--- src/rtl/spi_mstr_pkg.sv ---
// Shared types for the parameterised SPI master: FSM state encoding and
// slave-select width helper.
package spi_mstr_pkg;

   typedef enum logic [1:0] {
      IDLE  = 2'd0,
      FRONT = 2'd1,
      SHIFT = 2'd2,
      BACK  = 2'd3
   } spi_state_e;

   function automatic int sel_width(input int n_ss);
      return (n_ss > 1) ? $clog2(n_ss) : 1;
   endfunction

endpackage

--- src/rtl/spi_sclk_gen.sv ---
// SCLK divider for the SPI master: free-running 0..P-1 phase counter with
// half-period, sample and shift strobes.
module spi_sclk_gen #(
   parameter int DIV_LOG2 = 5
) (
   input  logic clk,
   input  logic rst_n,
   input  logic clr,
   input  logic run,
   output logic half_end,
   output logic smpl,
   output logic shft
);

   localparam logic [DIV_LOG2-1:0] HALF_M1 = {1'b0, {(DIV_LOG2-1){1'b1}}};
   localparam logic [DIV_LOG2-1:0] HALF    = {1'b1, {(DIV_LOG2-1){1'b0}}};
   localparam logic [DIV_LOG2-1:0] LAST    = '1;

   logic [DIV_LOG2-1:0] div;

   // natural binary wrap gives P-1 -> 0 with no idle cycle between bits
   always_ff @(posedge clk or negedge rst_n) begin
      if (!rst_n)
         div <= '0;
      else if (clr)
         div <= '0;
      else if (run)
         div <= div + 1'b1;
   end

   assign half_end = run && (div == HALF_M1);
   assign smpl     = run && (div == HALF);
   assign shft     = run && (div == LAST);

endmodule

--- src/rtl/spi_mstr_param.sv ---
// Parameterised SPI master (SCLK idles high, sample on rise, shift on fall)
// with multiple slave selects and optional SS_n hold across words.
//
// state | meaning
// IDLE  | waiting for snd; SS_n may stay low if a held frame is open
// FRONT | SS_n low, SCLK high for half a period before the first bit
// SHIFT | DATA_W bit periods: SCLK low then high, sample, shift
// BACK  | SCLK high for half a period after the last bit
module spi_mstr_param
   import spi_mstr_pkg::*;
#(
   parameter  int DATA_W   = 16,
   parameter  int DIV_LOG2 = 5,
   parameter  int N_SS     = 1,
   localparam int SEL_W    = sel_width(N_SS)
) (
   input  logic              clk,
   input  logic              rst_n,
   input  logic              snd,
   input  logic [DATA_W-1:0] cmd,
   input  logic [SEL_W-1:0]  ss_sel,
   input  logic              keep_ss,
   input  logic              abort,
   input  logic              MISO,
   output logic              SCLK,
   output logic              MOSI,
   output logic [N_SS-1:0]   SS_n,
   output logic              busy,
   output logic              done,
   output logic [DATA_W-1:0] resp
);

   localparam int CNT_W = $clog2(DATA_W);
   localparam logic [CNT_W-1:0] LAST_BIT = CNT_W'(DATA_W - 1);

   spi_state_e        state_q;
   logic [DATA_W-1:0] sr_q;
   logic              smpl_q;
   logic [CNT_W-1:0]  cnt_q;
   logic [SEL_W-1:0]  sel_q;
   logic              keep_q;
   logic              held_q;

   logic              half_end, smpl, shft, clr, run;
   logic              sel_ok;
   logic [SEL_W-1:0]  tgt;
   logic [N_SS-1:0]   ss_dec;

   assign run = (state_q != IDLE);
   assign clr = (state_q == IDLE) || abort ||
                (((state_q == FRONT) || (state_q == BACK)) && half_end);

   spi_sclk_gen #(.DIV_LOG2(DIV_LOG2)) u_sclk_gen (
      .clk      (clk),
      .rst_n    (rst_n),
      .clr      (clr),
      .run      (run),
      .half_end (half_end),
      .smpl     (smpl),
      .shft     (shft)
   );

   // an open held frame pins the target to the latched index
   assign sel_ok = held_q || (int'(ss_sel) < N_SS);
   assign tgt    = held_q ? sel_q : ss_sel;

   always_comb begin
      ss_dec = '1;
      for (int i = 0; i < N_SS; i++)
         if (tgt == SEL_W'(i)) ss_dec[i] = 1'b0;
   end

   always_ff @(posedge clk or negedge rst_n) begin
      if (!rst_n) begin
         state_q <= IDLE;
         SCLK    <= 1'b1;
         SS_n    <= '1;
         busy    <= 1'b0;
         done    <= 1'b0;
         sr_q    <= '0;
         smpl_q  <= 1'b0;
         cnt_q   <= '0;
         sel_q   <= '0;
         keep_q  <= 1'b0;
         held_q  <= 1'b0;
      end else if (abort) begin
         state_q <= IDLE;
         SCLK    <= 1'b1;
         SS_n    <= '1;
         busy    <= 1'b0;
         cnt_q   <= '0;
         held_q  <= 1'b0;
      end else begin
         case (state_q)
            IDLE: begin
               if (snd && sel_ok) begin
                  sr_q    <= cmd;
                  sel_q   <= tgt;
                  keep_q  <= keep_ss;
                  done    <= 1'b0;
                  SS_n    <= ss_dec;
                  busy    <= 1'b1;
                  cnt_q   <= '0;
                  state_q <= FRONT;
               end
            end
            FRONT: begin
               if (half_end) begin
                  SCLK    <= 1'b0;
                  state_q <= SHIFT;
               end
            end
            SHIFT: begin
               if (half_end) SCLK <= 1'b1;
               if (smpl) smpl_q <= MISO;
               if (shft) begin
                  sr_q <= {sr_q[DATA_W-2:0], smpl_q};
                  if (cnt_q == LAST_BIT) begin
                     cnt_q   <= '0;
                     state_q <= BACK;
                  end else begin
                     cnt_q <= cnt_q + 1'b1;
                     SCLK  <= 1'b0;
                  end
               end
            end
            BACK: begin
               if (half_end) begin
                  busy    <= 1'b0;
                  done    <= 1'b1;
                  held_q  <= keep_q;
                  if (!keep_q) SS_n <= '1;
                  state_q <= IDLE;
               end
            end
            default: state_q <= IDLE;
         endcase
      end
   end

   assign MOSI = sr_q[DATA_W-1];
   assign resp = sr_q;

endmodule
--- config.mk ---
export PLATFORM = sky130hd
export DESIGN_NAME = spi_mstr_param
export DESIGN_NICKNAME = d
export VERILOG_FILES = /design/src/rtl/spi_mstr_pkg.sv /design/src/rtl/spi_sclk_gen.sv /design/src/rtl/spi_mstr_param.sv
export SDC_FILE = /design/constraint.sdc
export NUM_CORES = 1
export LEC_CHECK = 0
export CAP_MARGIN = 10
export CORE_MARGIN = 5
export CORE_UTILIZATION = 50
export CTS_CLUSTER_DIAMETER = 80
export DETAILED_ROUTE_END_ITERATION = 10
export PLACE_DENSITY = 0.79
export SYNTH_ARGS = -nofsm -noshare
export SYNTH_HDL_FRONTEND = slang
export SYNTH_SLANG_ARGS = --single-unit
--- constraint.sdc ---
create_clock -name clk -period 2.2 [get_ports clk]
set_input_delay 0.44 -clock clk [delete_from_list [all_inputs] [get_ports clk]]
set_output_delay 0.44 -clock clk [all_outputs]
set_load 0.02 [all_outputs]
## Word level (Yosys, flattened, before mapping)

Index checks and enable logic that the tools add are counted.

- Bits in registers: 35
- Input bits: 23
- Output and inout bits: 21

- Add/subtract/negate cells: 2
- Order comparisons: 1
- Equal/unequal tests: 16
- Mux-type cells: 39
- Bitwise operators: 1
- Reductions and logical operators: 29

Operator list:

| cell | number |
|---|---|
| two-way mux 16 bit | 2 |
| case mux 16 bit (2 select lines) | 1 |
| two-way mux 1 bit | 18 |
| two-way mux 4 bit | 4 |
| != test 3 bit, second input constant | 5 |
| two-way mux 2 bit | 6 |
| AND reduction 3 bit | 4 |
| AND reduction 4 bit | 3 |
| nonzero test 2 bit | 6 |
| == test 5 bit, second input constant | 2 |
| two-way mux 5 bit | 2 |
| nonzero test 3 bit | 3 |
| case mux 1 bit (2 select lines) | 4 |
| case mux 2 bit (4 select lines) | 1 |
| case mux 4 bit (2 select lines) | 1 |
| adder 5 x 1 -> 5 bit, second input constant | 1 |
| == test 5 x 4 -> 1 bit, second input constant | 1 |
| logical AND 1 bit | 5 |
| AND reduction 5 bit | 1 |
| adder 4 x 1 -> 4 bit, second input constant | 1 |
| == test 2 bit, second input constant | 2 |
| == test 4 bit, second input constant | 1 |
| logical OR 1 bit | 4 |
| != test 2 bit, second input constant | 2 |
| other kinds (7) | 8 |

## Longest topological paths before layout

Gate-level depths: netlist of run 1.

- Word-level depth: 7
- Mapped depth: 8
- Mapped depth without buffers: 7

## Cells and area by module

Synthesis of run 1 repeated with hierarchy kept, for this count alone.

- Cell total of the unflattened synthesis: 175
- Area total of the unflattened synthesis: 2062.0 µm²

By module, submodules not included:

| module | instances | cells an instance | area each (µm²) | sequential area each (µm²) |
|---|---|---|---|---|
| spi_mstr_param | 1 | 144 | 1721.7 | 753.2 |
| spi_sclk_gen | 1 | 31 | 340.3 | 125.1 |

## Least setup slack after synthesis of run 1

Ideal clock, no wire load.

- Kind: register to register
- Start: register u_sclk_gen.div[0]
- End: register sr_q[15], in the netlist resp[15]
- Setup time: 0.125 ns
- Data arrival time: 1.888 ns
- Required time: 2.075 ns
- Path slack: 0.187 ns
- Stages on the path, launching flop included: 9
- Path buffers: 1
- Cell sequence: dfrtp_1 ha_1 and3_1 ha_1 nor2b_1 a32oi_4 nor2_4 buf_6 mux2_4

- Longest elaborated chain between the ends: 4

Ends and longest elaborated chain:

| what | RTL line | text |
|---|---|---|
| from (decl) | spi_sclk_gen.sv:19 | `logic [DIV_LOG2-1:0] div;` |
| from (signal assigned) | spi_sclk_gen.sv:28 | `div <= div + 1'b1;` |
| == test 5 bit | spi_sclk_gen.sv:33 | `assign shft = run && (div == LAST);` |
| logical AND 1 bit | spi_sclk_gen.sv:33 |  |
| != test 2 bit (no line) | -- |  |
| AND reduction 4 bit (no line) | -- |  |
| to (signal assigned) | spi_mstr_param.sv:97 | `sr_q <= cmd;` |
| to (signal assigned) | spi_mstr_param.sv:117 | `sr_q <= {sr_q[DATA_W-2:0], smpl_q};` |
| to (decl) | spi_mstr_param.sv:37 | `logic [DATA_W-1:0] sr_q;` |

Every way passes these cells.
A chain may end at the register's enable or synchronous reset.

## Worst setup path after layout of run 1

- Start: register u_sclk_gen.div[0]
- End: register sr_q[14], in the netlist resp[14]

The elaborated chain is that of the path after synthesis.

==> results of run 1 <==
==> metrics by stage <==
step	power, mW	instances	utilization, %
3_5_place_dp	2.41	262	66.6
6_report	2.99	270	69.8
4_1_cts	3.01	270	69.8
2_1_floorplan	1.84	171	-
3_3_place_gp	2.36	262	66.6
5_1_grt	3.17	270	69.8
==> cell families (layout without fill, tap and decap cells) <==
family | count (synthesis) | after routing | share of synthesized area [%]
AND/OR/NAND/NOR | 47 | 47 | 13.2
multiplexers | 37 | 37 | 22.7
flip-flops | 35 | 35 | 44.3
AO/OA/AOI/OAI | 25 | 25 | 8.66
buffers and inverters | 15 | 66 | 3.85
adder cells (fa/ha/maj) | 10 | 10 | 6.32
XOR/XNOR | 2 | 2 | 0.885
==> power by group through the flow <==
stage	Combinational, mW	Sequential [mW]	Clock (mW)
2_1_floorplan	0.639	1.20	0
4_1_cts	1.39	1.03	0.599
3_5_place_dp	1.38	1.03	0
6_report	1.38	1.03	0.587
3_3_place_gp	1.35	1.02	0
5_1_grt	1.48	1.06	0.630
==> worst max-delay path by stage <==
stage / from / endpoint / slack (ns) / cells after the start
floorplan: u_sclk_gen.div[0]$_DFFE_PN0P_ / resp[15]$_DFFE_PN0P_ / 0.19 / 8
global placement: abort / state_q[0]$_DFFE_PN0P_ / 0.21 / 4
detailed placement: u_sclk_gen.div[0]$_DFFE_PN0P_ / resp[10]$_DFFE_PN0P_ / 0.08 / 8
CTS: u_sclk_gen.div[0]$_DFFE_PN0P_ / resp[10]$_DFFE_PN0P_ / 0.05 / 8
global route: u_sclk_gen.div[0]$_DFFE_PN0P_ / resp[10]$_DFFE_PN0P_ / 0.05 / 8
finish: u_sclk_gen.div[0]$_DFFE_PN0P_ / resp[14]$_DFFE_PN0P_ / 0.11 / 8
==> cell usage after synthesis, drive strengths merged, types with 2 or more instances <==
master / instances / share of area [%]
clkbuf: 4 / 0.76
buf: 4 / 1.8
nor3: 2 / 0.51
nand2b: 3 / 1.3
nand2: 8 / 1.5
nor2: 11 / 2.5
inv: 7 / 1.3
nand3: 6 / 1.5
and3: 3 / 0.95
mux2i: 3 / 1.5
o21ai: 9 / 2.3
dfstp: 2 / 2.7
mux2: 34 / 21
nor4b: 2 / 0.88
ha: 10 / 6.3
nor2b: 7 / 2.3
a21oi: 6 / 1.5
dfrtp: 33 / 42
==> critical path: cells and delay by family, from the launching register on <==
family / cells / cell delay (ns)
flops: 1 / 0.42
simple gates: 3 / 0.41
buf+inv: 1 / 0.17
mux: 1 / 0.30
compound gates: 1 / 0.21
fa+ha+maj: 2 / 0.45
==> cell type report <==
class / instances / area share [%]
Sequential cell: 35 / 33.6
Clock buffer: 6 / 3.16
Inverter: 7 / 1.01
Multi-Input combinational cell: 121 / 39.3
Clock inverter: 2 / 1.34
Timing Repair Buffer: 51 / 19.2
Tap cell: 48 / 2.30
==> sequential cells by signal, indices dropped and copies added, names as in the netlist <==
signal / count
sel_q: 1
busy: 1
resp: 16
done: 1
state_q: 2
cnt_q: 4
SCLK: 1
smpl_q: 1
keep_q: 1
u_sclk_gen.div: 5
SS_n: 1
held_q: 1
==> layer usage <==
layer	vias up	part of all wire (%)	routed length, um	track usage [%]
met5	-	0	0	0
met4	0	0.80	34	5.12
met3	4	5.3	226	4.13
met2	47	49	2080	31.4
met1	705	45	1890	21.7
li1	697	-	-	-
==> timing repair <==
item                       4_1_cts  5_1_grt
gates resized for setup          0        1
setup endpoints to repair        0        6
hold endpoints to repair         0        0
==> summary.md, run 1 <==
| Metric | Value |
|---|---|
| Num CTS Buffers | 5 |
| Vias | between 1,000 and 1,500 |
| Number of synthesized flops with an enable pin | 0 |
| Place WS | just over 0.08 ns |
| Static leakage | ~1.1 nW |
| # fillers | between 200 and 300 |
| Pins over their slew limit | 0 |
| Clock buffer depth | 2 |
| Clk_lat worst skew | approximately 0.28 ns |
| Multi-input gate area | around 1000 um2 |
| Worst Path Required | around 2.4 ns |
| Die area | around 5300 um2 |
| Post-CTS Setup Bufs | 0 |
| Flop2flop setup slack | 0.11 ns |
| Hold Crit Class | register to register |
| Crit-path cells | ha_1 > and3_1 > ha_1 > nor2b_2 > a32oi_4 > nor2_4 > buf_12 > mux2_1 |
| WL per Instance | approximately 16 um |
| Final antenna-violating net count | 0 |
| Vias in the first global route | 1,685 |
| Sw Share | between 30% and 40% |
| H-tree depth | 2 |
| Routed WL | approximately 4200 um |
| Critical Path Sink Type | register |
| Root Driver | clkbuf_8 |
| Startpoint types | register |
| Worst VDD drop | 0.000813 V |
| Cells after synthesis | approximately 170 |
| Pin count of the biggest net entering global routing | 36 |
| Antenna violations before repair | 0 |
| Clock group share of total power | around a fifth |
| Dpl hpwl | ~3300 um |
| RSZ-0062 raised after global routing | no |
| Area delta synth->final | 32.0% |
| Tcrit/Tclk final | 94.8% |
| Final GP Congestion | between 0.9 and 1 |
| R2r worst-path depth | 8 |
| Psw | between 1 and 1.5 mW |
| Final worst setup slack | 0.114 ns |
| Flop and latch count out of synthesis | 35 |
| YS warnings | 0 |
| Final min period | 2.09 ns |
| Commonest non-fill, non-tap cells in the layout | clkdlybuf4s50_1 (43), dfrtp_1 (33), mux2_2 (23) |
| Grt ovf | 0 |
| Final nets | 254 |
| CTS Sinks | 35 |
| Final instance area | between 2000 and 3000 um2 |
| Setup TNS | 0 ns |
| Achievable clock frequency | between 0.4 and 0.5 GHz |
| Mapped cell area | between 1500 and 2000 um2 |
| I/O pin cnt | between 40 and 50 |
| Fin. Hold Viols | 0 |
| Die Height | roughly 73 um |
| Outcome | finished, final reports clean |
| Arr. time, crit path | roughly 2.3 ns |
| Int Pwr | 1.97 mW |
| Die Width | ~73 um |
| # rows | 22 |
| Router iterations before antenna repair | 4 |
| Mapped Nets | approximately 200 |
| Seq pwr share | 34.3% |
| Combinational power share | 46.1% |
| Clock skew | 0.00180 ns |
| Synth cell types | 43 |
| Reg2reg end | resp[14]$_DFFE_PN0P_ |
| Cts hold-fix bufs | 0 |
| Placed Area | between 2000 and 2500 um2 |
| Worst-Margin Slew | 0.463 ns |
| Hold endpoint | SS_n$_DFFE_PN1P_ |
| Placeable Area | about 3700 um2 |
| Diode count | 0 |
| CTS clock-pin slew for the worst setup and hold paths | 0.07 ns |
| Register area | slightly below 900 um2 |
| Leading cell type in the layout, fill and taps excluded | clkdlybuf4s50_1 |
| Crit Path Max Fanout | 16 |
| Share of layout cells above drive strength 1 | roughly a quarter |
| Port buffer count | 43 |
| DR vias/cell | around 5.4 |
| Ys async rst share | 100% |
| Hold_ws | ~0.49 ns |
| Slowest Stage Delay on Critical Path | 0.42 ns |
| Critical-path top delay cell | dfrtp_1 |
| Starting Density | a little over half |
| Sequential share of the synthesized area | between 40% and 50% |
| DRC | 0 |
| First-pass GRT wire length | 7470 um |
| Critical path class | register to register |
| Most common cell on crit path | ha_1 |
| Max_cap viols | 0 |
| Reg2reg start | u_sclk_gen.div[0]$_DFFE_PN0P_ |
| Ys flop type | dfrtp_1 |
| Syn Area/Cell | ~12 um2 |
| GRT Resource Usage Total | between 15 and 20% |
| P per Cell Area | between 1000 and 1500 nW/um2 |
| Hold path cells | 2 |
| CTS tree | yes |
| Slew HR | 69.0% |
| DRT iter0 DRCs | 66 |
| Final setup vio count | 0 |
| Hold Startpoint | SS_n$_DFFE_PN1P_ |
(Power assumes the default switching activity.)
==> inputs of run 2 (changes only) <==
--- a/config.mk
+++ b/config.mk
@@ -14,3 +14,4 @@
 export SYNTH_ARGS = -nofsm -noshare
 export SYNTH_HDL_FRONTEND = slang
 export SYNTH_SLANG_ARGS = --single-unit
+export TNS_END_PERCENT = 1
==> results of run 2 <==
Same layout as run 1: the final DEF is identical, and so are final timing and power.
